`src/rtl/btn_pkg.sv`:
```
// Shared types and default constants for the button edge conditioner.
package btn_pkg;

  typedef enum logic [1:0] {
    StIdle        = 2'd0,
    StPressWait   = 2'd1,
    StHeld        = 2'd2,
    StReleaseWait = 2'd3
  } btn_state_e;

  localparam int unsigned DEBOUNCE_CYCLES_DEF = 1000000;
  localparam int unsigned REPEAT_CYCLES_DEF   = 25000000;

endpackage

```
`src/rtl/sync2.sv`:
```
// Parameterised-width two-flop synchroniser with asynchronous active-low reset.
module sync2 #(
  parameter int unsigned WIDTH = 1
) (
  input  logic             clk,
  input  logic             rst_n,
  input  logic [WIDTH-1:0] d,
  output logic [WIDTH-1:0] q
);

  logic [WIDTH-1:0] meta_q;
  logic [WIDTH-1:0] sync_q;

  always_ff @(posedge clk or negedge rst_n) begin
    if (!rst_n) begin
      meta_q <= '0;
      sync_q <= '0;
    end else begin
      meta_q <= d;
      sync_q <= meta_q;
    end
  end

  assign q = sync_q;

endmodule

```
`src/rtl/btn_edge_conditioner.sv`:
```
// Synchronise, debounce and edge-detect a push-button; snapshot switches on each press.
// Optional auto-repeat of press_pulse while held is enabled by defining BTN_AUTOREPEAT_EN.
module btn_edge_conditioner
  import btn_pkg::*;
#(
  parameter int unsigned DEBOUNCE_CYCLES = DEBOUNCE_CYCLES_DEF,
  parameter int unsigned SW_WIDTH        = 4,
  parameter int unsigned REPEAT_CYCLES   = REPEAT_CYCLES_DEF
) (
  input  logic                clk,
  input  logic                rst_n,
  input  logic                btn_raw,
  input  logic [SW_WIDTH-1:0] sw_raw,
  output logic                btn_level,
  output logic                press_pulse,
  output logic                release_pulse,
  output logic [SW_WIDTH-1:0] sw_snap
);

  localparam int unsigned CntW = $clog2(DEBOUNCE_CYCLES + 1);
  localparam logic [CntW-1:0] CntLast = CntW'(DEBOUNCE_CYCLES - 1);
  localparam logic [CntW-1:0] CntMax  = CntW'(DEBOUNCE_CYCLES);

  if (DEBOUNCE_CYCLES < 2) begin : g_bad_debounce
    $error("DEBOUNCE_CYCLES must be at least 2");
  end
  if (REPEAT_CYCLES < 1) begin : g_bad_repeat
    $error("REPEAT_CYCLES must be at least 1");
  end

  logic                btn_s;
  logic [SW_WIDTH-1:0] sw_s;

  sync2 #(.WIDTH(1)) u_sync_btn (
    .clk   (clk),
    .rst_n (rst_n),
    .d     (btn_raw),
    .q     (btn_s)
  );

  sync2 #(.WIDTH(SW_WIDTH)) u_sync_sw (
    .clk   (clk),
    .rst_n (rst_n),
    .d     (sw_raw),
    .q     (sw_s)
  );

  btn_state_e          state_q, state_d;
  logic [CntW-1:0]     cnt_q, cnt_d;
  logic                level_q, level_d;
  logic                press_q, press_d;
  logic                release_q, release_d;
  logic [SW_WIDTH-1:0] snap_q, snap_d;

`ifdef BTN_AUTOREPEAT_EN
  localparam int unsigned RepW = $clog2(REPEAT_CYCLES + 1);
  localparam logic [RepW-1:0] RepLast = RepW'(REPEAT_CYCLES - 1);
  logic [RepW-1:0] rep_q, rep_d;

  always_ff @(posedge clk or negedge rst_n) begin
    if (!rst_n) rep_q <= '0;
    else        rep_q <= rep_d;
  end
`endif

  always_ff @(posedge clk or negedge rst_n) begin
    if (!rst_n) begin
      state_q   <= StIdle;
      cnt_q     <= '0;
      level_q   <= 1'b0;
      press_q   <= 1'b0;
      release_q <= 1'b0;
      snap_q    <= '0;
    end else begin
      state_q   <= state_d;
      cnt_q     <= cnt_d;
      level_q   <= level_d;
      press_q   <= press_d;
      release_q <= release_d;
      snap_q    <= snap_d;
    end
  end

  always_comb begin
    state_d   = state_q;
    cnt_d     = cnt_q;
    level_d   = level_q;
    press_d   = 1'b0;
    release_d = 1'b0;
    snap_d    = snap_q;
`ifdef BTN_AUTOREPEAT_EN
    rep_d     = rep_q;
`endif
    case (state_q)
      StIdle: begin
        if (btn_s) begin
          cnt_d   = '0;
          state_d = StPressWait;
        end
      end
      StPressWait: begin
        if (!btn_s) begin
          state_d = StIdle;
        end else if (cnt_q == CntLast) begin
          state_d = StHeld;
          press_d = 1'b1;
          level_d = 1'b1;
          snap_d  = sw_s;
`ifdef BTN_AUTOREPEAT_EN
          rep_d   = '0;
`endif
        end else if (cnt_q < CntMax) begin
          cnt_d = cnt_q + 1'b1;
        end
      end
      StHeld: begin
        if (!btn_s) begin
          cnt_d   = '0;
          state_d = StReleaseWait;
        end
`ifdef BTN_AUTOREPEAT_EN
        else if (rep_q == RepLast) begin
          press_d = 1'b1;
          snap_d  = sw_s;
          rep_d   = '0;
        end else begin
          rep_d = rep_q + 1'b1;
        end
`endif
      end
      StReleaseWait: begin
        // A bounce back to Held keeps the repeat phase; only an accepted release clears it.
        if (btn_s) begin
          state_d = StHeld;
        end else if (cnt_q == CntLast) begin
          state_d   = StIdle;
          release_d = 1'b1;
          level_d   = 1'b0;
`ifdef BTN_AUTOREPEAT_EN
          rep_d     = '0;
`endif
        end else if (cnt_q < CntMax) begin
          cnt_d = cnt_q + 1'b1;
        end
      end
      default: state_d = StIdle;
    endcase
  end

  assign btn_level     = level_q;
  assign press_pulse   = press_q;
  assign release_pulse = release_q;
  assign sw_snap       = snap_q;

endmodule

```
`config.mk`:
```
export PLATFORM = sky130hd
export DESIGN_NAME = btn_edge_conditioner
export DESIGN_NICKNAME = d
export VERILOG_FILES = /design/src/rtl/btn_pkg.sv /design/src/rtl/sync2.sv /design/src/rtl/btn_edge_conditioner.sv
export SDC_FILE = /design/constraint.sdc
export NUM_CORES = 1
export LEC_CHECK = 0
export ABC_AREA = 1
export BUFFER_PORTS_ARGS = -buffer_cell sky130_fd_sc_hd__clkbuf_2
export CAP_MARGIN = 5
export CORE_AREA = 8 8 70 87
export CTS_CLUSTER_DIAMETER = 50
export DETAILED_ROUTE_END_ITERATION = 16
export DIE_AREA = 0 0 78 95
export PLACE_DENSITY_LB_ADDON = 0.25
export SYNTH_ARGS = -nofsm -noshare
export SYNTH_HDL_FRONTEND = slang
export SYNTH_SLANG_ARGS = --single-unit
export TNS_END_PERCENT = 50
```
`constraint.sdc`:
```
create_clock -name clk -period 2.3 [get_ports clk]
set_clock_uncertainty 0.15 [all_clocks]
set_input_delay 0.46 -clock clk [delete_from_list [all_inputs] [get_ports clk]]
set_output_delay 0.46 -clock clk [all_outputs]
set_load 0.005 [all_outputs]
```
==> results.json <==
{
  "cts_tree": "built",
  "yosysMostFrequentCell": "nand2_1",
  "crit_path_cell_trace": "ha_1, inv_1, nor3_4, nand3_1, nand3_1, nor2_2, buf_4, nand2_1, nand2_1",
  "drc": 0,
  "post_cts_resized": 0,
  "dpl.cell_count": 357,
  "p_leak_nw": 1.23,
  "max_cap_violations": 0,
  "crit_type": "register to register",
  "core_area_sq_um": 4690,
  "min_path_cells": 1,
  "grt_pass1_vias": 1681,
  "drt_pre_antenna_iters": 4,
  "power_density_nw_per_um2": 543,
  "drtAntennaViolNets": 0,
  "end_kind": "register",
  "final_cells": 366,
  "synthArstFlopShare_pct": 100,
  "fmax_mhz": 532,
  "postSynthAreaPerCell_sq_um": 7.29,
  "status": "complete, no violations",
  "synth_edf_count": 0,
  "die_h_microns": 95,
  "io_pins": 14,
  "drive_above_1_share_pct": 11.1,
  "ys_seq_area_share_pct": 47.0,
  "initial_core_util_pct": 44.2,
  "min_path_type": "input port to register",
  "synth_top_cell_by_area": "dfrtp_1",
  "track_usage_pct": 12.9,
  "ys_types": 24,
  "final_nets": 313,
  "cts-buffers-inserted": 5,
  "path_clk_slew_ns": 0.08,
  "reg2reg_depth": 9,
  "vdd_drop_max_v": 0.000375,
  "synth-warning-count": 0,
  "crit_arrival_ns": 1.92,
  "layout_min_cycle_time_ns": 1.88,
  "cpPeakStageDelay_ns": 0.40,
  "worst_setup_path_start_kind": "register",
  "tightest_slew_ns": 0.515,
  "synth_cells": 285,
  "finalSetupViolations": 0,
  "antenna_found_initial": 0,
  "syn-cell-area_sq_um": 2080,
  "gr-total-overflow": 0,
  "htree_levels": 2,
  "final_hold_viol_count": 0,
  "wl_per_cell_microns": 11.4,
  "r2r-end": "cnt_q[14]",
  "synthTopCellsByCount": "nand2_1, dfrtp_1, inv_1",
  "area_delta_synth_final_pct": 12.3,
  "cts_sinks": 39,
  "grt_max_degree": 22,
  "synth_area_leaders": "dfrtp_1, nand2_1, inv_1, nor2_1, nand3_1",
  "syn_nets": 293,
  "gp_congestion": 0.916,
  "synth_top_area_share_pct": 47.0,
  "path_max_fanout": 13,
  "holdCritStartpoint": "sw_raw[2]",
  "clock_path_buffers": 2,
  "r2r_slack_ns": 0.42,
  "dpl.hpwl_microns": 3220,
  "insertion_delay_ns": 0.29,
  "reg2reg_from": "cnt_q[0]",
  "drv_slew": 0,
  "grt_pass1_wl_microns": 7520,
  "diodes": 0,
  "synth_flop_cell": "dfrtp_1",
  "required_ns": 2.34,
  "die_w_microns": 78,
  "routed_via_density": 4.76,
  "dieArea_sq_um": 7410,
  "drt_wl_total_microns": 4170,
  "drtIter0Drc": 98,
  "portBuffers": 13,
  "min_to": "u_sync_sw.meta_q[2]",
  "cts-root-buf": "clkbuf_8",
  "vias": 1743,
  "rsz0062_at_grt": "false",
  "tns_ns": 0,
  "post_cts_buffers": 0,
  "fin_crit_sh_pct": 81.7,
  "slowest_stage": "dfrtp_1",
  "synth_seq_cells": 39,
  "relSlewSlack_pct": 65.6,
  "std_cell_rows": 28
}
[stage by stage]
step / hold slack [ns] / util, % / setup WS, ns / cell area, sq um / power (W)
final: 0.122 / 49.7 / 0.420 / 2330 / 0.00127
after global routing: 0.103 / 49.7 / 0.271 / 2330 / 0.00133
after CTS: 0.112 / 49.7 / 0.408 / 2330 / 0.00129
after detailed placement: 0.186 / 47.4 / 0.422 / 2220 / 0.000788
after floorplan: 0.0144 / - / 0.659 / 2080 / 0.000755
after global placement: 0.182 / 47.4 / 0.494 / 2220 / 0.000786
[power by group]
| group | leakage [nW] | switching, W | total (W) | internal (W) |
|---|---|---|---|---|
| logic | 0.663 | 0.0000397 | 0.0000611 | 0.0000214 |
| registers | 0.517 | 0.0000113 | 0.000712 | 0.000701 |
| clock network | 0.0474 | 0.000248 | 0.000493 | 0.000245 |
[final cells by class]
class	instances	area [sq um]
fillers	487	2360
flip-flops and latches	39	976
multi-input cells	205	930
inverters	36	135
repair buffers	18	118
clock buffers	6	82.6
well taps	60	75.1
clock inverters	2	16.3
[placed cells by master (no fill, tap or decap), types with 3 or more instances in the layout]
master and count:
clkbuf_8 6, dfrtp_1 39, o21ai_0 7, xor2_1 5
nor3_1 5, xnor2_1 3, nor2_2 3, inv_1 35
nor2_1 31, clkbuf_2 13, nand4_1 9, nand2_1 116
buf_4 3, nand3_1 14
[worst max-delay path by stage]
stage	startpoint	end	slack (ns)
6_report	cnt_q[0]	cnt_q[14]	0.42
4_1_cts	cnt_q[0]	cnt_q[14]	0.41
2_1_floorplan	cnt_q[0]	cnt_q[12]	0.66
3_5_place_dp	cnt_q[0]	cnt_q[14]	0.42
3_3_place_gp	cnt_q[0]	cnt_q[1]	0.49
5_1_grt	cnt_q[0]	register	0.27
[cell families after synthesis]
family	share of synthesized area, %
buf+inv	8.25
simple gates	37.8
xor+xnor	3.37
flops	47.0
compound gates	3.01
fa+ha+maj	0.602
[per-layer routing]
| layer | up-vias | GRT usage [%] | part of all wire, % | wire length (microns) |
|---|---|---|---|---|
| met2 | 12 | 22.5 | 52 | 2190 |
| met5 | - | 0 | 0 | 0 |
| met1 | 809 | 14.8 | 44 | 1840 |
| met4 | 0 | 5.57 | 1.7 | 69 |
| li1 | 918 | - | - | - |
| met3 | 4 | 2.95 | 1.8 | 77 |
[critical path, delay by kind of cell (launching register included)]
kind,cells,cell delay (ns)
fa+ha+maj,1,0.22
simple gates,6,0.74
buf+inv,2,0.26
flops,1,0.40
[repair_timing]
action | 4_1_cts | 5_1_grt
hold buffers | 1 | 0
setup endpoints to repair | 0 | 0
hold endpoints to repair | 18 | 0
[flip-flops by register name (all words and copies together), names as in the netlist, named ones only]
| signal | count |
|---|---|
| cnt_q | 20 |
| sw_snap | 4 |
| u_sync_sw.meta_q | 4 |
| u_sync_sw.q | 4 |
| btn_level | 1 |
| press_pulse | 1 |
| release_pulse | 1 |
| state_q | 1 |
| u_sync_btn.meta_q | 1 |
| u_sync_btn.q | 1 |
Note: power is estimated with default switching activity, not from simulation.
